===== src/rtl/mdio_pkg.sv =====
// mdio_pkg: shared frame constants, FSM state type and frame-layout helpers for the MDIO master.
package mdio_pkg;

    typedef enum logic [2:0] {S_IDLE, S_PRE, S_CMD, S_TA, S_DATA, S_END} state_e;

    localparam logic [1:0] ST    = 2'b01;
    localparam logic [1:0] OP_WR = 2'b01;
    localparam logic [1:0] OP_RD = 2'b10;

    localparam int PRE_LEN  = 32;
    localparam int CMD_LEN  = 14;
    localparam int TA_LEN   = 2;
    localparam int DATA_LEN = 16;

    // Number of MDC periods spent in each state; END is a single released bit.
    function automatic logic [5:0] state_len(input state_e s);
        return s == S_PRE  ? 6'(PRE_LEN)  :
               s == S_CMD  ? 6'(CMD_LEN)  :
               s == S_TA   ? 6'(TA_LEN)   :
               s == S_DATA ? 6'(DATA_LEN) : 6'd1;
    endfunction

    function automatic state_e next_state(input state_e s);
        return s == S_PRE  ? S_CMD  :
               s == S_CMD  ? S_TA   :
               s == S_TA   ? S_DATA :
               s == S_DATA ? S_END  : S_IDLE;
    endfunction

endpackage


===== src/rtl/mdio_master_mdc_gen.sv =====
// mdc_gen: MDC divider producing the management clock and bit-timing strobes.
//   clk, rst_n : system clock, synchronous active-low reset
//   en         : frame active; counter is held at 0 while low
//   mdc        : registered MDC, low for the first half of each period
//   bit_end    : last clk of an MDC period; bit state updated here lands on the MDC fall
//   sample     : clk in which MDC rises; mdio_i is captured here
module mdc_gen #(
    parameter int CLK_DIV = 40
) (
    input  logic clk,
    input  logic rst_n,
    input  logic en,
    output logic mdc,
    output logic bit_end,
    output logic sample
);

    localparam int            CW   = $clog2(CLK_DIV);
    localparam logic [CW-1:0] HALF = CW'(CLK_DIV / 2);
    localparam logic [CW-1:0] LAST = CW'(CLK_DIV - 1);

    logic [CW-1:0] cnt_q, cnt_d;
    logic          mdc_q, mdc_d;

    always_comb begin
        cnt_d = (!en || cnt_q == LAST) ? '0 : cnt_q + 1'b1;
        mdc_d = cnt_d >= HALF;
    end

    always_ff @(posedge clk) begin
        if (!rst_n) begin
            cnt_q <= '0;
            mdc_q <= 1'b0;
        end else begin
            cnt_q <= cnt_d;
            mdc_q <= mdc_d;
        end
    end

    assign mdc     = mdc_q;
    assign bit_end = en && cnt_q == LAST;
    assign sample  = en && cnt_q == HALF;

endmodule


===== src/rtl/mdio_master.sv =====
// mdio_master: Clause-22 MDIO management master issuing single read/write frames.
//   clk, rst_n          : system clock, synchronous active-low reset
//   req/wr/reg_addr/wdata : request and its operands, captured while not busy
//   busy, done          : frame in progress (through done), one-cycle completion pulse
//   rdata, rd_err       : read result and missing-turnaround flag, updated at done
//   mdc, mdio_o, mdio_oe, mdio_i : PHY management pins (tristate buffer is external)
module mdio_master import mdio_pkg::*; #(
    parameter int         CLK_DIV  = 40,
    parameter logic [4:0] PHY_ADDR = 5'd1
) (
    input  logic        clk,
    input  logic        rst_n,
    input  logic        req,
    input  logic        wr,
    input  logic [4:0]  reg_addr,
    input  logic [15:0] wdata,
    output logic        busy,
    output logic        done,
    output logic [15:0] rdata,
    output logic        rd_err,
    output logic        mdc,
    output logic        mdio_o,
    output logic        mdio_oe,
    input  logic        mdio_i
);

    state_e      state_q, state_d;
    logic [5:0]  bit_q, bit_d;
    logic        wr_q, wr_d;
    logic [4:0]  addr_q, addr_d;
    logic [15:0] wdata_q, wdata_d;
    logic [15:0] sh_q, sh_d;
    logic [15:0] rdata_q, rdata_d;
    logic        err_q, err_d;
    logic        rd_err_q, rd_err_d;
    logic        done_q, done_d;
    logic        mdio_o_q, mdio_o_d;
    logic        mdio_oe_q, mdio_oe_d;
    logic [13:0] cmd;
    logic        active, accept, bit_end, sample, last_bit, fin;

    assign active   = state_q != S_IDLE;
    // The done cycle is already IDLE but still counts as busy, forcing one idle clk between frames.
    assign accept   = !active && !done_q && req;
    assign last_bit = bit_q == state_len(state_q) - 6'd1;
    assign fin      = state_q == S_END && bit_end && last_bit;

    mdc_gen #(.CLK_DIV(CLK_DIV)) u_mdc_gen (
        .clk     (clk),
        .rst_n   (rst_n),
        .en      (active),
        .mdc     (mdc),
        .bit_end (bit_end),
        .sample  (sample)
    );

    always_ff @(posedge clk) begin
        if (!rst_n) begin
            state_q   <= S_IDLE;
            bit_q     <= '0;
            wr_q      <= 1'b0;
            addr_q    <= '0;
            wdata_q   <= '0;
            sh_q      <= '0;
            rdata_q   <= '0;
            err_q     <= 1'b0;
            rd_err_q  <= 1'b0;
            done_q    <= 1'b0;
            mdio_o_q  <= 1'b1;
            mdio_oe_q <= 1'b0;
        end else begin
            state_q   <= state_d;
            bit_q     <= bit_d;
            wr_q      <= wr_d;
            addr_q    <= addr_d;
            wdata_q   <= wdata_d;
            sh_q      <= sh_d;
            rdata_q   <= rdata_d;
            err_q     <= err_d;
            rd_err_q  <= rd_err_d;
            done_q    <= done_d;
            mdio_o_q  <= mdio_o_d;
            mdio_oe_q <= mdio_oe_d;
        end
    end

    // Bit position moves on the last clk of each MDC period so every new bit appears with the MDC fall.
    always_comb begin
        state_d = state_q;
        bit_d   = bit_q;
        if (accept) begin
            state_d = S_PRE;
            bit_d   = '0;
        end else if (bit_end) begin
            state_d = last_bit ? next_state(state_q) : state_q;
            bit_d   = last_bit ? '0 : bit_q + 6'd1;
        end
    end

    always_comb begin
        wr_d     = accept ? wr : wr_q;
        addr_d   = accept ? reg_addr : addr_q;
        wdata_d  = accept ? wdata : wdata_q;
        sh_d     = (sample && state_q == S_DATA) ? {sh_q[14:0], mdio_i} : sh_q;
        // A present PHY pulls the second turnaround bit low; a high sample there means nobody answered.
        err_d    = accept ? 1'b0 : err_q | (sample && !wr_q && state_q == S_TA && bit_q == 6'd1 && mdio_i);
        done_d   = fin;
        rdata_d  = (fin && !wr_q) ? sh_q : rdata_q;
        rd_err_d = fin ? (err_q && !wr_q) : rd_err_q;
    end

    // Pin values are derived from the next bit position and registered, so they only move with it.
    always_comb begin
        cmd       = {ST, wr_d ? OP_WR : OP_RD, PHY_ADDR, addr_d};
        mdio_oe_d = state_d == S_PRE || state_d == S_CMD || (wr_d && (state_d == S_TA || state_d == S_DATA));
        mdio_o_d  = !mdio_oe_d         ? 1'b1 :
                    state_d == S_CMD  ? cmd[4'(6'd13 - bit_d)] :
                    state_d == S_TA   ? bit_d == 6'd0 :
                    state_d == S_DATA ? wdata_d[4'(6'd15 - bit_d)] : 1'b1;
    end

    assign busy    = active || done_q;
    assign done    = done_q;
    assign rdata   = rdata_q;
    assign rd_err  = rd_err_q;
    assign mdio_o  = mdio_o_q;
    assign mdio_oe = mdio_oe_q;

endmodule

===== config.mk =====
export PLATFORM = sky130hd
export DESIGN_NAME = mdio_master
export DESIGN_NICKNAME = d
export VERILOG_FILES = /design/src/rtl/mdio_pkg.sv /design/src/rtl/mdio_master_mdc_gen.sv /design/src/rtl/mdio_master.sv
export SDC_FILE = /design/constraint.sdc
export NUM_CORES = 1
export LEC_CHECK = 0
export BUFFER_PORTS_ARGS = -buffer_cell sky130_fd_sc_hd__buf_2
export CAP_MARGIN = 20
export CORE_ASPECT_RATIO = 1.25
export CORE_MARGIN = 4
export CORE_UTILIZATION = 45
export CTS_CLUSTER_DIAMETER = 150
export DETAILED_ROUTE_END_ITERATION = 7
export PLACE_DENSITY = 0.64
export SLEW_MARGIN = 30
export SYNTH_ARGS = -nofsm -noshare
export SYNTH_HDL_FRONTEND = slang
export SYNTH_SLANG_ARGS = --single-unit
export TNS_END_PERCENT = 1

===== constraint.sdc =====
create_clock -name clk -period 13.1 [get_ports clk]
set_clock_uncertainty 0.05 [all_clocks]
set_input_delay 1.31 -clock clk [delete_from_list [all_inputs] [get_ports clk]]
set_output_delay 1.31 -clock clk [all_outputs]
set_load 0.03 [all_outputs]

==> impl_metrics.yaml, run 1 <==
status:
  status: "finished clean"
synthesis:
  synthesis.area_sq_mm: 0.00373
  synth_ff_type: "dfxtp_1"
  yosysMostFrequentCell: "nand2_1"
  syn_inst: 432
  synth_nets: 465
  synthTopCellsByCount: "76 x nand2_1, 75 x dfxtp_1, 41 x nor2_1, 39 x a21oi_1, 26 x mux2i_1"
  ys_seq_area_share_pct: 40.3
  ys_top_cells_by_area: "dfxtp_1 40%, nand2_1 7.7%, mux2i_1 7.0%"
  async_flop_share_pct: 0
  synth_cell_types: 69
  yosysWarnings: 0
  synth_seq_cells: 75
  avgSynthCellArea_sq_um: 8.63
  synth.largest_area_cell: "dfxtp_1"
  synth-edff-count: 0
  synth_top_area_share_pct: 40.3
drt:
  final_antenna_net_count: 0
  firstDrtPassIters: 4
  drtIter0Drc: 141
  drc: 0
  routed_wl_microns: 8420
  viasPerCell: 5.48
  avgRoutedWirePerCell_microns: 14.8
  vias: 3114
sta:
  hold_violations: 0
  fmax_mhz: 190
  setup_violations: 0
  grt_setup_unrepaired: "false"
  fin_ws_ps: 7830
  final.setup.tns_ps: 0
  slew_headroom_pct: 38.9
  fin_crit_sh_pct: 40.2
  fin_crit_ps: 5270
  worstMarginPinSlew_ps: 914
  finalMaxSlewViolations: 0
global_route:
  grt_max_degree: 62
  antenna_found_initial: 0
  grt-ovfl-total: 0
  grt_pass1_wl_microns: 14100
  grt_pass1_vias: 3039
  track_usage_pct: 18.4
pwr:
  power_density_mw_per_mm2: 111
  ir_drop_mv: 0.0652
  power.total_mw: 0.459
  p_leak_nw: 1.74
critical_path:
  end_kind: "register"
  startpoint_type: "register"
  required_ps: 13270
  crit_arrival_ps: 5450
  cp_max_fo: 16
  crit_type: "reg2reg"
worst_hold_path:
  hp-class: "reg2reg"
clock_tree:
  htreeDepth: 3
  cts.path.max_buffers: 2
  cts_resized: 0
  clk_latency_ps: 350
  cts_buffers: 9
  cts_setup_buffers: 0
  cts_tree: "yes"
  clockRootBuffer: "clkbuf_8"
  clk_pin_slew_ps: 90
  ctsHoldBuffers: 0
  numClockSinks: 75
place:
  hpwlAfterDp_microns: 5930
  place_area_sq_mm: 0.00394
  port_buffers: 47
  gp_congestion: 0.826
  place_ws_ps: 7970
die:
  start_util_pct: 47.0
  core_sq_mm: 0.00793
  rows: 36
  die_area_sq_mm: 0.00981
  die_w_microns: 89.4
  io_pins: 48
  die_h_microns: 110
final_layout:
  finalNetCount: 501
  area_growth_pct: 11.4
  layout-drive-gt1-share_pct: 18.6
  final_util_pct: 52.4
  diodes: 0
  finish.instance_area_sq_mm: 0.00415
run:
  drv_cap: 0
==> state kept, by name, summed over array words and instances, names as in the netlist <==
signal and flops:
addr_q 5, sh_q 16, rdata 16, mdio_o 1, u_mdc_gen.cnt_q 6, state_q 3, u_mdc_gen.mdc 1, mdio_oe 1
done 1, wr_q 1, bit_q 6, rd_err 1, err_q 1, wdata_q 16
==> final timing paths <==
check | start | endpoint | slack [ps] | depth (start not counted)
worst max-delay path | state_q[0] | mdio_o | 7830 | 17
worst min-delay path | rdata[9] | rdata[9] | 400 | 2
worst max register to register | state_q[0] | mdio_o | 7830 | 17
worst min register to register | rdata[9] | rdata[9] | 400 | 2
==> cell usage in the layout, fill, tap and decap left out, types with 3 or more instances in the layout <==
cell,netlist,final
nand2b_1,3,3
a31oi_1,7,7
nor3_1,7,7
mux2i_1,26,26
ha_1,7,7
a21oi_1,39,39
inv_1,11,11
xnor2_1,7,7
nor2b_1,4,4
nor4_1,4,4
clkbuf_8,1,9
and2_1,8,8
o21ai_0,4,4
nand3b_1,3,3
o211ai_1,3,3
nand3_1,4,4
nand2_1,76,76
buf_4,0,3
dfxtp_1,75,75
and3_1,4,4
buf_2,2,47
xor2_1,7,7
a211oi_1,7,7
or3_1,5,5
nand4_1,5,5
nor2_1,41,41
==> cell type report <==
class                      count  area (sq um)
inverter                      13          48.8
timing repair buffer          50           258
fill                         797          3780
multi-input combinational    319          2020
tap                           95           119
clock inverter                 7          82.6
sequential                    75          1500
clock buffer                   9           124
==> per-stage QoR <==
step,std cells,hold slack [ps]
2_1_floorplan,432,380
3_3_place_gp,552,389
3_5_place_dp,552,394
4_1_cts,568,406
5_1_grt,568,426
6_report,568,403
==> critical path, stage by stage, from the launching register on <==
cell	delay, ps
dfxtp_1	720
nor2_1	190
xnor2_1	170
ha_1	220
ha_1	190
xnor2_1	250
xnor2_2	210
and4b_4	320
a211oi_1	600
ha_1	400
nand4b_1	120
a31oi_1	60
a311o_1	350
a2111o_1	340
and3_1	190
a221oi_2	200
nor3_2	70
or4_1	510
==> routing by layer <==
layer  up-vias  part of all wire [%]  global-route usage, %
met5         -                     0                      0
met4         0                   2.0                   7.66
met3        17                   4.3                   2.70
met2        73                    47                   30.0
met1      1442                    46                   24.2
li1       1582                     -                      -
==> report_power, final <==
| group | internal (mW) | leakage [nW] | switching (mW) |
|---|---|---|---|
| clock network | 0.0917 | 0.104 | 0.0961 |
| registers | 0.233 | 0.608 | 0.00359 |
| logic | 0.0132 | 1.02 | 0.0219 |
| total | 0.338 | 1.74 | 0.122 |
==> logic make-up after synthesis <==
kind of cell / Yosys count / share of synthesized area [%]
AO/OA/AOI/OAI: 85 / 15.3
XOR/XNOR: 16 / 4.16
adder cells (fa/ha/maj): 7 / 2.35
buffers and inverters: 38 / 5.57
flip-flops: 75 / 40.3
multiplexers: 29 / 7.89
AND/OR/NAND/NOR: 182 / 24.4
No activity file was read; power rests on OpenSTA's default activity.
==> run 2, diff against run 1 <==
==> constraint.sdc (replaced) <==
create_clock -name clk -period 5.32 [get_ports clk]
set_clock_uncertainty 0.05 [all_clocks]
set_input_delay 0.532 -clock clk [delete_from_list [all_inputs] [get_ports clk]]
set_output_delay 0.532 -clock clk [all_outputs]
set_load 0.03 [all_outputs]
==> impl_metrics.yaml, run 2 (synthesized netlist as in run 1, its figures left out) <==
status:
  status: "finished clean"
critical_path:
  cp_max_fo: 15
  crit_type: "reg2reg"
  crit_arrival_ps: 5180
  end_kind: "register"
  startpoint_type: "register"
  required_ps: 5490
sta:
  final.setup.tns_ps: 0
  fmax_mhz: 200
  finalMaxSlewViolations: 0
  grt_setup_unrepaired: "false"
  hold_violations: 0
  slew_headroom_pct: 41.7
  fin_crit_ps: 5010
  setup_violations: 0
  worstMarginPinSlew_ps: 872
  fin_ws_ps: 312
  fin_crit_sh_pct: 94.1
pwr:
  power.total_mw: 1.04
  ir_drop_mv: 0.179
  p_leak_nw: 1.73
  power_density_mw_per_mm2: 251
clock_tree:
  clk_pin_slew_ps: 70
  ctsHoldBuffers: 0
  numClockSinks: 75
  cts_tree: "yes"
  clockRootBuffer: "clkbuf_8"
  cts.path.max_buffers: 2
  htreeDepth: 3
  cts_setup_buffers: 0
  clk_latency_ps: 350
  cts_buffers: 9
  cts_resized: 0
place:
  place_ws_ps: 178
  place_area_sq_mm: 0.00397
  hpwlAfterDp_microns: 5800
  port_buffers: 47
  gp_congestion: 0.893
drt:
  drtIter0Drc: 161
  final_antenna_net_count: 0
  vias: 3092
  drc: 0
  firstDrtPassIters: 4
  viasPerCell: 5.42
  routed_wl_microns: 8280
  avgRoutedWirePerCell_microns: 14.5
global_route:
  grt_max_degree: 62
  track_usage_pct: 18.4
  grt_pass1_vias: 2943
  grt_pass1_wl_microns: 14000
  grt-ovfl-total: 0
  antenna_found_initial: 0
final_layout:
  finish.instance_area_sq_mm: 0.00413
  area_growth_pct: 10.8
  final_common_cell: "nand2_1"
  diodes: 0
  num-fill-cells: 785
  layout-drive-gt1-share_pct: 18.9
  final_util_pct: 52.1
  finalNetCount: 504
  final_cell_mix: "76 x nand2_1, 75 x dfxtp_1, 47 x buf_2"
run:
  drv_cap: 0
die:
  die_h_microns: 110
  start_util_pct: 47.0
  io_pins: 48
  core_sq_mm: 0.00793
  rows: 36
  die_w_microns: 89.4
  die_area_sq_mm: 0.00981
worst_hold_path:
  hp-class: "in2reg"
-- run 2: cell type report --
cell class / instances / area (sq um) / area share (%)
clock inverters: 5 / 31.3 / 0.757
inverters: 13 / 48.8 / 1.18
flip-flops and latches: 75 / 1500 / 36.4
multi-input cells: 319 / 2020 / 49.0
clock buffers: 10 / 128 / 3.09
well taps: 95 / 119 / 2.88
repair buffers: 53 / 280 / 6.79
-- run 2: layer usage --
layer | global-route usage [%] | share of wire, %
met5 | 0 | 0
met4 | 6.91 | 2.3
met1 | 24.4 | 47
met2 | 28.1 | 47
met3 | 5.17 | 4.0
-- run 2: power by group --
group          leakage [nW]  switching, mW  internal (mW)
combinational          1.04         0.0561         0.0339
clock                0.0819          0.202          0.165
sequential            0.608        0.00678          0.573
total                  1.73          0.264          0.772
-- run 2: critical path, stage by stage, from the launching register on --
cell and delay, ps:
dfxtp_1 640, nand2b_1 230, or2_2 330, ha_1 300
xnor2_1 150, nor3_1 260, and4b_4 410, nand2_4 100
nand2_1 150, inv_2 90, ha_1 350, and2_1 180
a311o_1 340, a2111o_1 330, and3_1 190, a221oi_2 200
nor3_2 70, or4_1 500
-- run 2: worst paths after layout --
check / start / to / slack [ps] / cells past startpoint
setup / recovery: state_q[1] / mdio_o / 310 / 17
hold / removal: reg_addr[2] / addr_q[2] / 370 / 3
setup reg to reg: state_q[1] / mdio_o / 310 / 17
hold reg to reg: rdata[6] / rdata[6] / 400 / 2
-- run 2: through the flow --
step / std cells / hold slack [ps]
floorplan: 432 / 380
global placement: 555 / 387
detailed placement: 555 / 390
CTS: 570 / 349
global route: 570 / 358
finish: 570 / 371
